File: config.mk
export PLATFORM = sky130hd
export DESIGN_NAME = mem_stage
export DESIGN_NICKNAME = d
export VERILOG_FILES = /design/src/rtl/rv32i_pkg.sv /design/src/rtl/load_align.sv /design/src/rtl/mem_stage.sv
export SDC_FILE = /design/constraint.sdc
export NUM_CORES = 1
export LEC_CHECK = 0
export CELL_PAD_IN_SITES_DETAIL_PLACEMENT = 1
export CELL_PAD_IN_SITES_GLOBAL_PLACEMENT = 1
export CORE_ASPECT_RATIO = 1.25
export CORE_MARGIN = 1.5
export CORE_UTILIZATION = 40
export DETAILED_ROUTE_END_ITERATION = 8
export PLACE_DENSITY = 0.92
export SETUP_SLACK_MARGIN = 0.15
export SYNTH_ARGS = -nofsm -noshare
export SYNTH_HDL_FRONTEND = slang
export SYNTH_SLANG_ARGS = --single-unit
File: constraint.sdc
create_clock -name clk -period 4.6 [get_ports clk]
set_clock_uncertainty 0.05 [all_clocks]
set_input_delay 0.92 -clock clk [delete_from_list [all_inputs] [get_ports clk]]
set_output_delay 0.92 -clock clk [all_outputs]
set_load 0.01 [all_outputs]
File: src/rtl/rv32i_pkg.sv
// Shared RV32I encodings for the memory stage: major opcodes, load/store
// width codes (funct3), memory FSM state encoding, and the store byte-enable
// helper.
package rv32i_pkg;

  localparam logic [6:0] OPC_LOAD   = 7'b0000011;
  localparam logic [6:0] OPC_STORE  = 7'b0100011;
  localparam logic [6:0] OPC_LUI    = 7'b0110111;
  localparam logic [6:0] OPC_AUIPC  = 7'b0010111;
  localparam logic [6:0] OPC_JAL    = 7'b1101111;
  localparam logic [6:0] OPC_JALR   = 7'b1100111;
  localparam logic [6:0] OPC_OP_IMM = 7'b0010011;
  localparam logic [6:0] OPC_OP     = 7'b0110011;
  localparam logic [6:0] OPC_BRANCH = 7'b1100011;

  localparam logic [2:0] F3_B  = 3'b000;
  localparam logic [2:0] F3_H  = 3'b001;
  localparam logic [2:0] F3_W  = 3'b010;
  localparam logic [2:0] F3_BU = 3'b100;
  localparam logic [2:0] F3_HU = 3'b101;

  typedef enum logic {
    ST_IDLE = 1'b0,
    ST_WAIT = 1'b1
  } mem_state_e;

  // Byte enables for a store of the given width at byte offset off.
  function automatic logic [3:0] store_be(input logic [2:0] funct3,
                                          input logic [1:0] off);
    case (funct3[1:0])
      2'b00:   store_be = 4'b0001 << off;
      2'b01:   store_be = 4'b0011 << off;
      default: store_be = 4'b1111;
    endcase
  endfunction

endpackage

File: src/rtl/load_align.sv
// Load data alignment and extension.
// Ports:
//   rdata  - raw 32-bit word from data memory
//   offset - byte offset of the access within the word
//   funct3 - load width/signedness code
//   data   - right-justified, sign- or zero-extended load result
module load_align
  import rv32i_pkg::*;
(
  input  logic [31:0] rdata,
  input  logic [1:0]  offset,
  input  logic [2:0]  funct3,
  output logic [31:0] data
);

  logic [31:0] shifted;

  assign shifted = rdata >> {offset, 3'b000};

  always_comb begin
    data = rdata;
    case (funct3)
      F3_B:    data = {{24{shifted[7]}}, shifted[7:0]};
      F3_H:    data = {{16{shifted[15]}}, shifted[15:0]};
      F3_BU:   data = {24'h0, shifted[7:0]};
      F3_HU:   data = {16'h0, shifted[15:0]};
      default: data = rdata;
    endcase
  end

endmodule

File: src/rtl/mem_stage.sv
// RV32I memory stage: EX/MEM pipeline register, data-memory access control
// with a variable-latency ack handshake, and the MEM/WB register.
//
// state   | meaning
// --------+-----------------------------------------------------------
// IDLE    | no access outstanding beyond the current cycle
// WAIT    | aligned load/store issued, ack not yet seen; pipeline held
//
// Ports:
//   clk, rst_n                  - clock, async active-low reset
//   valid_in .. reg_wr_addr     - instruction fields from EX
//   dmem_*                      - data-memory request/response
//   wb_*                        - registered write-back outputs
//   stall                       - hold EX and earlier stages
module mem_stage
  import rv32i_pkg::*;
(
  input  logic        clk,
  input  logic        rst_n,
  input  logic        valid_in,
  input  logic [6:0]  opcode,
  input  logic [2:0]  funct3,
  input  logic [31:0] pc,
  input  logic        jump_or_branch,
  input  logic [31:0] b,
  input  logic [31:0] c,
  input  logic [4:0]  reg_wr_addr,
  output logic        dmem_req,
  output logic        dmem_we,
  output logic [31:0] dmem_addr,
  output logic [3:0]  dmem_be,
  output logic [31:0] dmem_wdata,
  input  logic        dmem_ack,
  input  logic [31:0] dmem_rdata,
  output logic        wb_valid,
  output logic        wb_we,
  output logic [4:0]  wb_rd,
  output logic [31:0] wb_data,
  output logic        wb_misalign,
  output logic        wb_jump_or_branch,
  output logic        stall
);

  logic        valid_q;
  logic [6:0]  opcode_q;
  logic [2:0]  funct3_q;
  logic [31:0] pc_q;
  logic        jb_q;
  logic [31:0] b_q;
  logic [31:0] c_q;
  logic [4:0]  rd_q;

  mem_state_e  state_q, state_d;

  logic        is_load, is_store, is_jump, writes_rd;
  logic        misaligned, mem_access;
  logic [1:0]  offset;
  logic [31:0] load_data;

  // EX/MEM register
  always_ff @(posedge clk or negedge rst_n) begin
    if (!rst_n) begin
      valid_q  <= 1'b0;
      opcode_q <= '0;
      funct3_q <= '0;
      pc_q     <= '0;
      jb_q     <= 1'b0;
      b_q      <= '0;
      c_q      <= '0;
      rd_q     <= '0;
    end else if (!stall) begin
      valid_q  <= valid_in;
      opcode_q <= opcode;
      funct3_q <= funct3;
      pc_q     <= pc;
      jb_q     <= jump_or_branch;
      b_q      <= b;
      c_q      <= c;
      rd_q     <= reg_wr_addr;
    end
  end

  assign offset   = c_q[1:0];
  assign is_load  = (opcode_q == OPC_LOAD);
  assign is_store = (opcode_q == OPC_STORE);
  assign is_jump  = (opcode_q == OPC_JAL) || (opcode_q == OPC_JALR);

  always_comb begin
    writes_rd = 1'b0;
    case (opcode_q)
      OPC_LOAD, OPC_LUI, OPC_AUIPC, OPC_JAL, OPC_JALR, OPC_OP_IMM, OPC_OP:
        writes_rd = 1'b1;
      default:
        writes_rd = 1'b0;
    endcase
  end

  // Alignment only matters for memory ops; funct3 means something else
  // for the ALU opcodes.
  always_comb begin
    misaligned = 1'b0;
    if (is_load || is_store) begin
      case (funct3_q[1:0])
        2'b01:   misaligned = offset[0];
        2'b10:   misaligned = (offset != 2'b00);
        default: misaligned = 1'b0;
      endcase
    end
  end

  assign mem_access = valid_q & (is_load | is_store) & ~misaligned;

  // Request fields derive only from the EX/MEM register, which is frozen
  // while stalled, so they stay stable until the ack cycle.
  assign dmem_addr  = {c_q[31:2], 2'b00};
  assign dmem_we    = mem_access & is_store;
  assign dmem_be    = is_store ? store_be(funct3_q, offset) : 4'b1111;

  always_comb begin
    dmem_wdata = b_q;
    if (funct3_q[1] == 1'b0)
      dmem_wdata = b_q << {offset, 3'b000};
  end

  // Access FSM
  always_ff @(posedge clk or negedge rst_n) begin
    if (!rst_n) state_q <= ST_IDLE;
    else        state_q <= state_d;
  end

  always_comb begin
    state_d  = state_q;
    dmem_req = 1'b0;
    case (state_q)
      ST_IDLE: begin
        if (mem_access) begin
          dmem_req = 1'b1;
          if (!dmem_ack) state_d = ST_WAIT;
        end
      end
      ST_WAIT: begin
        dmem_req = 1'b1;
        if (dmem_ack) state_d = ST_IDLE;
      end
      default: state_d = ST_IDLE;
    endcase
  end

  assign stall = dmem_req & ~dmem_ack;

  load_align u_load_align (
    .rdata  (dmem_rdata),
    .offset (offset),
    .funct3 (funct3_q),
    .data   (load_data)
  );

  // MEM/WB register
  always_ff @(posedge clk or negedge rst_n) begin
    if (!rst_n) begin
      wb_valid          <= 1'b0;
      wb_we             <= 1'b0;
      wb_rd             <= '0;
      wb_data           <= '0;
      wb_misalign       <= 1'b0;
      wb_jump_or_branch <= 1'b0;
    end else if (!stall) begin
      wb_valid          <= valid_q;
      wb_we             <= valid_q & writes_rd & ~misaligned & (rd_q != 5'd0);
      wb_rd             <= rd_q;
      wb_misalign       <= valid_q & misaligned;
      wb_jump_or_branch <= jb_q;
      if (is_load)      wb_data <= load_data;
      else if (is_jump) wb_data <= pc_q + 32'd4;
      else              wb_data <= c_q;
    end
  end

endmodule
Word-level counts from Yosys, hierarchy flattened
Cells that the tools add are included.
- flip-flop bits (word level): 155
- word-level logic and storage cells: 66
- input bits: 148
- output and inout bits: 112
- muxes and demuxes: 14
- shifts and indexed selects: 4
- add/sub/neg operators: 1
- eq/ne operators: 13
- reduce and logical (&&, ||, !) cells: 7
- bitwise gates (word level): 12
- operators with widths (operator ; count):
    case mux 32 bit (4 select lines) ; 1
    two-way mux 32 bit ; 3
    adder 32 x 3 -> 32 bit (second input constant) ; 1
    << shifter 32 x 5 -> 32 bit ; 1
    right shift 32 x 5 -> 16 bit ; 1
    == test 7 x 6 -> 1 bit (second input constant) ; 3
    == test 7 x 5 -> 1 bit (second input constant) ; 2
    == test 7 bit (second input constant) ; 2
    bitwise AND 1 bit ; 8
    case mux 4 bit (2 select lines) ; 1
    == test 7 x 2 -> 1 bit (second input constant) ; 1
    OR reduction 7 bit ; 1
    == test 3 bit (second input constant) ; 2
    case mux 1 bit (2 select lines) ; 3
    two-way mux 1 bit ; 5
    nonzero test 5 bit ; 1
    two-way mux 4 bit ; 1
    << shifter 1 x 2 -> 4 bit (first input constant) ; 1
    << shifter 2 x 2 -> 4 bit (first input constant) ; 1
    == test 3 x 1 -> 1 bit (second input constant) ; 1
    zero test 3 bit ; 1
    NOT 1 bit ; 3
    == test 2 x 1 -> 1 bit (second input constant) ; 1
    == test 2 bit (second input constant) ; 1
    4 further kinds ; 5

Depth between registers and ports, before layout
- depth after elaboration: 8
- depth in mapped cells: 12
- mapped depth without buffers: 9

Hierarchy
From an unflattened synthesis, not the netlist that was laid out.
- cell total of the unflattened synthesis: 1088
- area, all modules: 8687.1 µm²
- by module, submodules not included (module ; cells an instance ; instances ; seq. area each (µm²) ; area each (µm²)):
    mem_stage ; 982 ; 1 ; 3878.7 ; 7995.2
    load_align ; 106 ; 1 ; 0.0 ; 691.9

Worst setup path before layout
Ideal clock, no wire load.
- path kind: register -> output
- from: reg funct3_q[1]
- to: out dmem_be[0]
- buffers on the path: 3
- required time: 3.630 ns
- cell stages (with the launch flop): 9
- data arrival time: 2.031 ns
- setup slack: 1.599 ns
- cell sequence: dfrtp_1 clkbuf_1 inv_1 ha_1 buf_2 nor2_1 clkbuf_1 nor4_1 o21ai_0
- longest elaborated chain between the ends: 3
- elaborated cells between the ends (all ways): 4
- classes of those cells: 1 x eq/ne; 2 x mux; 1 x reduce/logical
- ends and longest elaborated chain (item ; line ; RTL):
    from (decl) ; mem_stage.sv:46 ; logic [2:0] funct3_q;
    from (signal assigned) ; mem_stage.sv:74 ; funct3_q <= funct3;
    == test 2 x 1 -> 1 bit or zero test 2 bit (tied branches) ; rv32i_pkg.sv:30 ; case (funct3[1:0])
    case mux 4 bit (2 select lines) * ; rv32i_pkg.sv:30 ;
    two-way mux 4 bit * ; mem_stage.sv:117 ; assign dmem_be = is_store ? store_be(funct3_q, offset) : 4'b1111;
    to (decl) ; mem_stage.sv:31 ; output logic [3:0] dmem_be,
Every way passes the cells marked *; elsewhere a longest branch is shown, timed or not.

Final worst setup path
- from: reg funct3_q[1]
- to: out stall
- longest elaborated chain between the ends: 8
- elaborated cells between the ends (all ways): 9
- classes of those cells: 2 x eq/ne; 4 x mux; 3 x bitwise
- ends and longest elaborated chain (item ; line ; RTL):
    == test 2 bit or == test 2 x 1 -> 1 bit (tied branches) ; mem_stage.sv:103 ; case (funct3_q[1:0])
    case mux 1 bit (2 select lines) * ; mem_stage.sv:103 ;
    two-way mux 1 bit * ; mem_stage.sv:102 ; if (is_load || is_store) begin
    NOT 1 bit * ; mem_stage.sv:111 ; assign mem_access = valid_q & (is_load | is_store) & ~misaligned;
    bitwise AND 1 bit * ; mem_stage.sv:111 ;
    two-way mux 1 bit * ; mem_stage.sv:136 ; if (mem_access) begin
    case mux 1 bit (2 select lines) * ; mem_stage.sv:134 ; case (state_q)
    bitwise AND 1 bit * ; mem_stage.sv:149 ; assign stall = dmem_req & ~dmem_ack;
    to (decl) ; mem_stage.sv:41 ; output logic stall
Marked as above.

==> impl_metrics.json <==
{
  "nFillCells": 2345,
  "drtPass1Iterations": 7,
  "maxSlewViolCount": 0,
  "place_ws_ns": 0.956,
  "antenna_found_initial": 3,
  "hpwl_mm": 22.9,
  "p_leak_nw": 4.63,
  "routed_wl_mm": 31.6,
  "placedCellCount": 1280,
  "postRouteAntennaNets": 0,
  "overflow": 0,
  "std_cell_rows": 60,
  "min_from": "jb_q",
  "hp-class": "reg2reg",
  "period_needed_ns": 4.11,
  "final_area_sq_um": 11800,
  "placed_cell_area_sq_um": 11300,
  "cts_made_buffers": 17,
  "hold_end": "wb_jump_or_branch",
  "p_per_area_nw_per_um2": 293,
  "num-nets-final": 1172,
  "met3_usage_pct": 5.75,
  "grt_setup_unrepaired": "no",
  "synthDistinctLibCells": 76,
  "tns_ns": 0,
  "pin_count": 260,
  "hold_viol_final": 0,
  "holdPathStages": 1,
  "ys_seq_elements": 155,
  "clock.fmax_ghz": 0.243,
  "grt_pass1_vias": 8213,
  "cp_top_family": "buffers and inverters",
  "min_period_over_period_pct": 89.3,
  "postCtsResizedCells": 0,
  "rrSetupSlack_ns": 1.13,
  "place_congestion": 0.850,
  "syn_area_sq_um": 8740,
  "timing.rr.start": "funct3_q[1]",
  "crit_top_cell": "inv_2",
  "htreeDepth": 4,
  "synthesis.instances": 814,
  "vias_per_cell": 5.86,
  "arrival_ns": 3.14,
  "r2r_end": "c_q[31]",
  "relSlewSlack_pct": 39.7,
  "die_area_sq_um": 22800,
  "timing.hold.ws_ns": 0.454,
  "worst_pin_slew_ns": 0.905,
  "drt_iter0_markers": 537,
  "grt_max_degree": 126,
  "portBuffers": 257,
  "ys.flop_type": "dfrtp_1",
  "track_usage_pct": 27.9,
  "syn_area_per_cell_sq_um": 10.7,
  "drive_gt1_share_pct": 16.2,
  "clk-insertion-delay-late_ns": 0.43,
  "crit_required_ns": 3.63,
  "criticalPathCategory": "reg2out",
  "cap_violations": 0,
  "grt_use_met1_pct": 33.1,
  "timing.final.ws_setup_ns": 0.493,
  "drc": 0,
  "synthToLayoutAreaGrowth_pct": 35.4,
  "cts_num_sinks": 155,
  "startpoint_type": "flop",
  "grt-busiest-layer": "met2",
  "grt_pass1_wl_mm": 47.8,
  "critPathSlowestCell": "a31oi_4",
  "routedWlPerCell_microns": 24.0,
  "ir_drop_uv": 249,
  "yosysWarningCount": 0,
  "die_h_microns": 168,
  "crit_start": "funct3_q[1]",
  "end_kind": "output port",
  "post_cts_buffers": 0,
  "clk_path_buf_depth": 2,
  "core-area_sq_um": 21500,
  "max_stage_delay_ns": 0.49,
  "globalRouteMet2Util_pct": 47.5,
  "path_cells": "buf_4, ha_1, nand2_1, a21bo_2, a31oi_4, inv_2, nand2_4, inv_2, clkdlybuf4s50_1",
  "path_max_fanout": 27,
  "synth-async-reset-ratio_pct": 100,
  "status": "complete, no violations",
  "crit_buf_inv": 4,
  "layout.cells.non_filler": 1315,
  "die_w_microns": 135,
  "via_count": 7705,
  "cts_tree": "done",
  "cts_root_buf": "clkbuf_16",
  "seq_area_frac_synth_pct": 44.4,
  "postCtsHoldBufs": 0,
  "setup_viol": 0,
  "reg2reg_depth": 9,
  "start_util_pct": 40.7,
  "path_clk_slew_ns": 0.06,
  "synth_edf_count": 0
}
synth_stat cells, types with 3 or more instances:
| cell | n | area share [%] |
|---|---|---|
| xnor2_1 | 8 | 0.80 |
| or2_2 | 3 | 0.21 |
| nor2_1 | 28 | 1.2 |
| o31ai_1 | 13 | 1.1 |
| nor3_1 | 23 | 1.3 |
| buf_6 | 8 | 1.0 |
| and2_1 | 15 | 1.1 |
| mux2_2 | 97 | 12 |
| mux2_1 | 39 | 5.0 |
| a32o_1 | 3 | 0.34 |
| nor2b_1 | 5 | 0.36 |
| clkbuf_1 | 29 | 1.2 |
| o211a_1 | 3 | 0.34 |
| o21a_1 | 5 | 0.43 |
| mux2i_1 | 9 | 1.0 |
| nor4_1 | 14 | 1.0 |
| nand3_1 | 30 | 1.7 |
| buf_4 | 32 | 2.7 |
| xor2_1 | 3 | 0.30 |
| or4_1 | 4 | 0.34 |
| ha_1 | 4 | 0.57 |
| o211ai_1 | 9 | 0.77 |
| dfrtp_1 | 155 | 44 |
| buf_2 | 18 | 1.0 |
| o22ai_1 | 15 | 1.1 |
| o2bb2ai_1 | 3 | 0.30 |
| or3_1 | 5 | 0.36 |
| o22a_1 | 3 | 0.30 |
| inv_1 | 15 | 0.64 |
| nand4_1 | 10 | 0.72 |
| a31oi_1 | 8 | 0.57 |
| nand2_1 | 40 | 1.7 |
| o32ai_1 | 3 | 0.30 |
| and4_1 | 4 | 0.40 |
| a211oi_1 | 4 | 0.34 |
| o31a_1 | 7 | 0.70 |
| o21ai_0 | 41 | 2.3 |
| a21oi_1 | 19 | 1.1 |
| a22oi_1 | 19 | 1.6 |
| o221ai_1 | 3 | 0.30 |
| a22o_1 | 11 | 1.1 |
final cells by class:
| cell class | count | area (sq um) | area share, % |
|---|---|---|---|
| tap | 279 | 349 | 2.95 |
| timing repair buffer | 275 | 2720 | 23.0 |
| sequential | 155 | 3880 | 32.8 |
| inverter | 17 | 63.8 | 0.539 |
| clock inverter | 9 | 91.3 | 0.771 |
| clock buffer | 22 | 454 | 3.84 |
| multi-input combinational | 554 | 4270 | 36.1 |
| antenna | 4 | 10.0 | 0.0845 |
cell usage in the layout (no fill, tap or decap), types with 17 or more instances in the layout:
cell	Yosys	final
clkbuf_16	0	17
mux2_1	39	39
nand3_1	30	30
buf_4	32	17
nor3_1	23	23
nand2_1	40	40
a22oi_1	19	19
clkdlybuf4s50_1	0	256
a21oi_1	19	19
mux2_2	97	97
dfrtp_1	155	155
o21ai_0	41	40
nor2_1	28	27
per-layer routing:
layer / routed length [microns] / vias to the layer above
li1: - / 3428
met1: 12000 / 3875
met2: 16000 / 332
met3: 2140 / 70
met4: 1450 / 0
met5: 0 / -
metrics by stage:
step | utilization, % | power, mW
2_1_floorplan | - | 1.79
3_3_place_gp | 52.6 | 2.13
3_5_place_dp | 52.6 | 2.15
4_1_cts | 55.1 | 3.50
5_1_grt | 55.1 | 3.60
6_report | 55.2 | 3.47
worst max-delay path by stage:
stage	endpoint	slack (ns)	cells past startpoint
3_3_place_gp	stall	1.07	9
6_report	stall	0.49	9
5_1_grt	stall	0.34	9
3_5_place_dp	stall	0.96	9
2_1_floorplan	dmem_be[0]	1.60	8
4_1_cts	stall	0.48	9
report_power, final:
group          internal (mW)  switching [mW]  leakage [nW]
logic                  0.340           0.273          2.57
registers               1.44          0.0846          1.81
clock network          0.759           0.577         0.253
total                   2.54           0.934          4.63
cells by family after synthesis:
kind of cell	share of synthesized area, %
other	0.0429
xor gates and xnor gates	1.10
DFF	44.4
buffers and inverters	6.87
and+or+nand+nor	12.2
muxes	18.7
AOI/OAI and AO/OA	16.1
adders and majority gates	0.572
state kept, by name, summed over array words and instances (netlist names), 3 cells and up:
register / count
funct3_q: 3
b_q: 32
c_q: 32
wb_rd: 5
wb_data: 32
pc_q: 32
opcode_q: 7
rd_q: 5
Note: power is estimated with default switching activity, not from simulation.
